`src/rtl/seven_segment_scanner.sv`:
```
`default_nettype none
// ============================================================================
// Module   : seven_segment_scanner
// Brief    : Double-buffered, time-multiplexed BCD to 7-segment scanner with a
//            programmable per-digit on-time and an anti-ghosting blank gap.
//            Optional macro LEADING_ZERO_BLANK_EN suppresses leading zeros.
// Revision : 1.0 - initial release
// ============================================================================
module seven_segment_scanner #(
    parameter int DISPLAY_WIDTH = 8,
    parameter int SHOW_CYCLES   = 1000,
    parameter int BLANK_CYCLES  = 16
) (
    input  logic                       clk,
    input  logic                       reset,
    input  logic [DISPLAY_WIDTH*4-1:0] bcd,
    input  logic                       bcd_valid,
    output logic                       bcd_ready,
    output logic [6:0]                 segments,
    output logic [DISPLAY_WIDTH-1:0]   digit_enable,
    output logic                       frame_start
);

    localparam int c_MAX_CYCLES = (SHOW_CYCLES > BLANK_CYCLES) ? SHOW_CYCLES : BLANK_CYCLES;
    localparam int c_CNT_W      = (c_MAX_CYCLES > 1) ? $clog2(c_MAX_CYCLES) : 1;
    localparam int c_IDX_W      = (DISPLAY_WIDTH > 1) ? $clog2(DISPLAY_WIDTH) : 1;
    localparam int c_BUF_W      = DISPLAY_WIDTH * 4;

    localparam logic [c_CNT_W-1:0] c_SHOW_LAST  = c_CNT_W'(SHOW_CYCLES - 1);
    localparam logic [c_CNT_W-1:0] c_BLANK_LAST =
        (BLANK_CYCLES > 0) ? c_CNT_W'(BLANK_CYCLES - 1) : '0;
    localparam logic [c_IDX_W-1:0] c_LAST_IDX   = c_IDX_W'(DISPLAY_WIDTH - 1);
    localparam logic [DISPLAY_WIDTH-1:0] c_DE_ONE = DISPLAY_WIDTH'(1);

    localparam logic [0:0] c_ST_BLANK = 1'b0;
    localparam logic [0:0] c_ST_SHOW  = 1'b1;
    // With no gap configured every digit period starts directly in SHOW.
    localparam logic [0:0] c_ST_FIRST = (BLANK_CYCLES > 0) ? c_ST_BLANK : c_ST_SHOW;

    generate
        if (DISPLAY_WIDTH < 1) begin : g_bad_width
            $error("DISPLAY_WIDTH must be >= 1");
        end
        if (SHOW_CYCLES < 1) begin : g_bad_show
            $error("SHOW_CYCLES must be >= 1");
        end
        if (BLANK_CYCLES < 0) begin : g_bad_blank
            $error("BLANK_CYCLES must be >= 0");
        end
    endgenerate

    logic [0:0]          r_state;
    logic [0:0]          w_state_next;
    logic [c_CNT_W-1:0]  r_cnt;
    logic [c_CNT_W-1:0]  w_cnt_next;
    logic [c_IDX_W-1:0]  r_index;
    logic [c_IDX_W-1:0]  w_index_next;
    logic                w_frame_wrap;

    logic [c_BUF_W-1:0]  r_shadow;
    logic [c_BUF_W-1:0]  r_active;
    logic                r_pending;
    logic                w_pending_next;
    logic                r_ready;
    logic                w_xfer;
    logic                w_swap;

    logic [c_BUF_W-1:0]  w_active_shifted;
    logic [3:0]          w_cur_digit;
    logic                w_digit_blanked;

    logic [6:0]               r_segments;
    logic [6:0]               w_segments_next;
    logic [DISPLAY_WIDTH-1:0] r_digit_enable;
    logic [DISPLAY_WIDTH-1:0] w_digit_enable_next;
    logic                     r_frame_start;
    logic                     w_frame_start_next;

    function automatic logic [6:0] decode_bcd(input logic [3:0] digit);
        logic [6:0] glyph;
        case (digit)
            4'h0:    glyph = 7'h3F;
            4'h1:    glyph = 7'h06;
            4'h2:    glyph = 7'h5B;
            4'h3:    glyph = 7'h4F;
            4'h4:    glyph = 7'h66;
            4'h5:    glyph = 7'h6D;
            4'h6:    glyph = 7'h7D;
            4'h7:    glyph = 7'h07;
            4'h8:    glyph = 7'h7F;
            4'h9:    glyph = 7'h6F;
            4'hA:    glyph = 7'h40;
            default: glyph = 7'h00;
        endcase
        return glyph;
    endfunction

    // ------------------------------------------------------------------
    // Scan FSM: state register
    // ------------------------------------------------------------------
    always_ff @(posedge clk) begin
        if (reset) begin
            r_state <= c_ST_FIRST;
            r_cnt   <= '0;
            r_index <= '0;
        end else begin
            r_state <= w_state_next;
            r_cnt   <= w_cnt_next;
            r_index <= w_index_next;
        end
    end

    // ------------------------------------------------------------------
    // Scan FSM: next-state logic
    // ------------------------------------------------------------------
    always_comb begin
        w_state_next = r_state;
        w_cnt_next   = r_cnt + 1'b1;
        w_index_next = r_index;
        w_frame_wrap = 1'b0;
        case (r_state)
            c_ST_BLANK: begin
                if (r_cnt == c_BLANK_LAST) begin
                    w_state_next = c_ST_SHOW;
                    w_cnt_next   = '0;
                end
            end
            c_ST_SHOW: begin
                if (r_cnt == c_SHOW_LAST) begin
                    w_state_next = c_ST_FIRST;
                    w_cnt_next   = '0;
                    if (r_index == c_LAST_IDX) begin
                        w_index_next = '0;
                        w_frame_wrap = 1'b1;
                    end else begin
                        w_index_next = r_index + 1'b1;
                    end
                end
            end
            default: begin
                w_state_next = c_ST_FIRST;
                w_cnt_next   = '0;
                w_index_next = '0;
            end
        endcase
    end

    // ------------------------------------------------------------------
    // Frame double buffer. Transfer and swap are mutually exclusive since
    // a transfer needs pending low and a swap needs it high.
    // ------------------------------------------------------------------
    assign w_xfer = bcd_valid && r_ready;
    assign w_swap = w_frame_wrap && r_pending;

    always_comb begin
        w_pending_next = r_pending;
        if (w_swap) begin
            w_pending_next = 1'b0;
        end else if (w_xfer) begin
            w_pending_next = 1'b1;
        end
    end

    always_ff @(posedge clk) begin
        if (reset) begin
            r_shadow  <= '1;
            r_active  <= '1;
            r_pending <= 1'b0;
            r_ready   <= 1'b1;
        end else begin
            if (w_xfer) begin
                r_shadow <= bcd;
            end
            if (w_swap) begin
                r_active <= r_shadow;
            end
            r_pending <= w_pending_next;
            r_ready   <= !w_pending_next;
        end
    end

    assign w_active_shifted = r_active >> {r_index, 2'b00};
    assign w_cur_digit      = w_active_shifted[3:0];

`ifdef LEADING_ZERO_BLANK_EN
    logic [DISPLAY_WIDTH-1:0] r_lz_mask;
    logic [DISPLAY_WIDTH-1:0] w_lz_mask_next;
    logic [DISPLAY_WIDTH-1:0] w_lz_shifted;
    logic                     w_zero_run;

    // Mask is built from the shadow so it lands in step with the swap.
    always_comb begin
        w_lz_mask_next = '0;
        w_zero_run     = 1'b1;
        for (int i = DISPLAY_WIDTH - 1; i >= 1; i--) begin
            w_zero_run        = w_zero_run && (r_shadow[i*4 +: 4] == 4'h0);
            w_lz_mask_next[i] = w_zero_run;
        end
    end

    always_ff @(posedge clk) begin
        if (reset) begin
            r_lz_mask <= '0;
        end else if (w_swap) begin
            r_lz_mask <= w_lz_mask_next;
        end
    end

    assign w_lz_shifted    = r_lz_mask >> r_index;
    assign w_digit_blanked = w_lz_shifted[0];
`else
    assign w_digit_blanked = 1'b0;
`endif

    // ------------------------------------------------------------------
    // Scan FSM: output logic, registered one cycle behind the state
    // ------------------------------------------------------------------
    always_comb begin
        w_segments_next     = 7'h00;
        w_digit_enable_next = '0;
        if (r_state == c_ST_SHOW) begin
            w_digit_enable_next = c_DE_ONE << r_index;
            w_segments_next     = w_digit_blanked ? 7'h00 : decode_bcd(w_cur_digit);
        end
        w_frame_start_next = (r_state == c_ST_FIRST) && (r_cnt == '0) && (r_index == '0);
    end

    always_ff @(posedge clk) begin
        if (reset) begin
            r_segments     <= 7'h00;
            r_digit_enable <= '0;
            r_frame_start  <= 1'b0;
        end else begin
            r_segments     <= w_segments_next;
            r_digit_enable <= w_digit_enable_next;
            r_frame_start  <= w_frame_start_next;
        end
    end

    assign segments     = r_segments;
    assign digit_enable = r_digit_enable;
    assign frame_start  = r_frame_start;
    assign bcd_ready    = r_ready;

endmodule
`default_nettype wire

```
`config.mk`:
```
export PLATFORM = sky130hd
export DESIGN_NAME = seven_segment_scanner
export DESIGN_NICKNAME = d
export VERILOG_FILES = /design/src/rtl/seven_segment_scanner.sv
export SDC_FILE = /design/constraint.sdc
export NUM_CORES = 1
export LEC_CHECK = 0
export ABC_AREA = 1
export BUFFER_PORTS_ARGS = -buffer_cell sky130_fd_sc_hd__buf_2
export CORE_ASPECT_RATIO = 2
export CORE_MARGIN = 3
export CORE_UTILIZATION = 50
export CTS_BUF_LIST = sky130_fd_sc_hd__clkbuf_8
export DETAILED_ROUTE_END_ITERATION = 10
export PLACE_DENSITY = 0.72
export SLEW_MARGIN = 0
export SYNTH_ARGS = -nofsm -noshare
export SYNTH_HDL_FRONTEND = slang
export SYNTH_SLANG_ARGS = --single-unit
```
`constraint.sdc`:
```
create_clock -name clk -period 1.6 [get_ports clk]
set_input_delay 0.48 -clock clk [delete_from_list [all_inputs] [get_ports clk]]
set_output_delay 0.48 -clock clk [all_outputs]
set_load 0.03 [all_outputs]
```
==> out/results.txt <==
Status -> finished with violations
Failing checks -> negative setup slack
Yosys top cell by area -> dfxtp_1
Setup WS post-layout -> -0.0415 ns
Layout cells sized above 1 -> 22.4%
EDFF count, synth -> 0
Vias in the first global route -> 3329
Cells after Synth -> 532
Global placer's final weighted congestion -> 0.895
Total wire length -> 9.03 mm
CTS tree -> built
Clock slew at reported path FFs -> 0.08 ns
Most frequent CP cell -> nand2_1
Fillers -> 702
Asr flop ratio synth -> 0%
Crit path DAT -> 1.94 ns
Critical hold path startpoint -> bcd[27]
Post-route DRC violation count -> 0
Slowest CP cell -> dfxtp_4
First-pass GRT wire length -> 14.1 mm
Die height -> 132 um
P_leak -> 2.49 nW
Layout area overhead -> 24.0%
Final Non-Filler Cells -> 701
Die width -> 68.8 um
Antenna diodes -> 0
GRT overflow -> 0
Synth top area share -> 48.7%
Endpoint class of the critical path -> register
Via density -> 5.06
Reg2Reg Depth -> 12
Die ar. -> 0.00906 mm2
Mean Syn Cell Area -> 7.42 um2
Cells along the critical path -> buf_12 -> nand2_1 -> nand3_1 -> nand2_1 -> nand2_1 -> nand2_2 -> inv_2 -> ha_1 -> nand3_2 -> nand2_1 -> nand2_1 -> a21oi_1
Worst r2r src -> r_index[0]$_SDFFE_PP0P_
CP Max Fanout -> 6
Clock Root Buffer -> clkbuf_8
Via count -> 3545
Hold crit path type -> in2reg
WHS Endpoint -> r_shadow[27]$_SDFFE_PP1P_
Fmax -> 609 MHz
Tcrit/Tclk final -> 103%
Post-synth top flop -> dfxtp_1
Most frequent cells after synthesis -> 184 x nand2_1, 96 x dfxtp_1, 85 x nand3_1, 42 x nor2_1, 41 x inv_1
Largest net degree at the start of global routing -> 65
Gr usage total -> 20.1%
Max-cap violations -> 0
Worst reg2reg endpoint -> segments[3]$_SDFF_PP0_
Multi-input gate area -> 0.00187 mm2
Port bufs -> 51
Flop2flop setup slack -> -0.04 ns
Worst path top cell family by delay -> simple AND/OR/NAND/NOR gates
Final worst path period need -> 1.64 ns
Worst setup path class -> reg2reg
Core area -> 0.00766 mm2
Final Skew -> 0.00439 ns
HPWL after DPL -> 5.88 mm
Initial antenna violation count -> 0
Final hold violation count -> 0
Clock sink count -> 96
RSZ-0062 raised after global routing -> true
Worst slew pin tran -> 0.325 ns
IO Count -> 52
Final setup fails -> 23
Fin. max-slew vios -> 0
Mapped Nets -> 580
Peak supply drop -> 0.699 mV
CTS hold repair buffers -> 0
Pre-CTS setup slack -> -0.0769 ns
Synth cell types -> 27
Wirelength per Cell -> 12.9 um
Largest stage delay on the critical path -> 0.39 ns
Post-Syn Area -> 0.00395 mm2
Yosys reg bits -> 96
Placed Cells -> 676
First drt pass iteration count -> 4
H-tree level count -> 3
Design area -> 0.00489 mm2
Count leader, synth -> nand2_1
Initial Utilization -> 51.5%
Placed inst area -> 0.00441 mm2
WHS Path Cells -> 3
Area contributors post-synth -> dfxtp_1 49%, nand2_1 18%, nand3_1 11%, ha_1 4.1%, nor2_1 4.0%
Final net count -> 650
Slew Limit Headroom -> 78.1%
Clock Latency Late Sink -> 0.36 ns
Sequential share of the synthesized area -> 48.7%
TritonCTS buffer count -> 9
DRT iter0 DRCs -> 180
Post-DRT Antenna Nets -> 0
Worst Path Required -> 1.90 ns
WP buf/inv -> 2
Power Density -> 864 mW/mm2
FF+latch area -> 0.00193 mm2
Synth Warn # -> 0
Setup crit start kind -> register
Row cnt -> 45
Buffers from clock root to sink, at most -> 2
what timing repair did:
action	in CTS	in global routing
endpoints found under the hold margin	0	0
pin swaps	5	11
gates resized for setup	21	23
setup buffers	3	1
cloned	1	4
setup endpoints to repair	7	53
layer usage:
| layer | GRT usage [%] | vias up | wire (um) |
|---|---|---|---|
| met2 | 34.3 | 79 | 4910 |
| met3 | 4.45 | 17 | 369 |
| met5 | 0 | - | 0 |
| li1 | - | 1821 | - |
| met4 | 10.5 | 0 | 269 |
| met1 | 21.9 | 1628 | 3490 |
placed cells by master (no fill, tap or decap), types with 4 or more instances in the layout:
cell / synthesis / final
a21oi_1: 9 / 8
buf_12: 0 / 4
buf_2: 4 / 51
buf_4: 1 / 20
clkbuf_8: 0 / 12
dfxtp_1: 96 / 93
ha_1: 13 / 7
ha_4: 0 / 4
inv_1: 41 / 38
inv_2: 4 / 6
nand2_1: 184 / 177
nand2_2: 1 / 7
nand3_1: 85 / 82
nand3_2: 1 / 4
nor2_1: 42 / 38
o21ai_0: 10 / 4
o21ai_1: 0 / 6
xor2_1: 6 / 6
power by group:
group	internal (mW)	switching, mW
sequential	2.47	0.0430
clock	0.679	0.773
combinational	0.108	0.159
worst register-to-register path: stages, from the launching register on:
cell and delay, ns:
dfxtp_4 0.39, buf_12 0.15, nand2_1 0.06, nand3_1 0.07
nand2_1 0.07, nand2_1 0.07, nand2_2 0.09, inv_2 0.07
ha_1 0.30, nand3_2 0.09, nand2_1 0.07, nand2_1 0.04
a21oi_1 0.11
flip-flops by register name, indices dropped and copies added, names as in the netlist:
register,flops
r_index,3
digit_enable,8
r_cnt,10
r_shadow,32
segments,7
r_pending,1
r_state,1
bcd_ready,1
r_active,32
frame_start,1
cell type report:
| type | count | area share (%) |
|---|---|---|
| Clock buffer | 12 | 3.38 |
| Sequential cell | 96 | 39.4 |
| Multi-Input combinational cell | 368 | 38.2 |
| Tap cell | 94 | 2.40 |
| Clock inverter | 4 | 0.384 |
| Timing Repair Buffer | 81 | 12.5 |
| Inverter | 46 | 3.73 |
per-stage QoR:
| step | power (mW) | hold slack [ns] | utilization, % | setup TNS [ns] |
|---|---|---|---|---|
| after floorplan | 2.73 | 0.429 | - | -0.00801 |
| after global placement | 2.82 | 0.440 | 57.6 | -0.0980 |
| after detailed placement | 2.82 | 0.445 | 57.6 | -0.201 |
| after CTS | 4.26 | 0.294 | 61.6 | -0.0746 |
| after global routing | 4.42 | 0.295 | 63.9 | -3.91 |
| final | 4.23 | 0.306 | 63.9 | -0.362 |
worst max path at each step:
stage | startpoint | to | slack, ns | cells after the start
after floorplan | r_index[0]$_SDFFE_PP0P_ | segments[5]$_SDFF_PP0_ | -0.008 | 14
after global placement | r_index[1]$_SDFFE_PP0P_ | segments[3]$_SDFF_PP0_ | -0.04 | 11
after detailed placement | r_index[0]$_SDFFE_PP0P_ | segments[5]$_SDFF_PP0_ | -0.08 | 13
after CTS | r_index[0]$_SDFFE_PP0P_ | segments[5]$_SDFF_PP0_ | -0.02 | 12
after global routing | r_index[0]$_SDFFE_PP0P_ | segments[5]$_SDFF_PP0_ | -0.20 | 13
final | r_index[0]$_SDFFE_PP0P_ | segments[3]$_SDFF_PP0_ | -0.04 | 12
kinds of logic (layout without fill, tap and decap cells):
family          Yosys count  in the layout  synth area share, %
flops                    96             96                 48.7
xor+xnor                  7              7                 1.55
fa+ha+maj                13             13                 4.12
compound gates           20             20                 2.57
simple gates            327            328                 35.3
buf+inv                  69            143                 7.77
No activity file was read; power rests on OpenSTA's default activity.
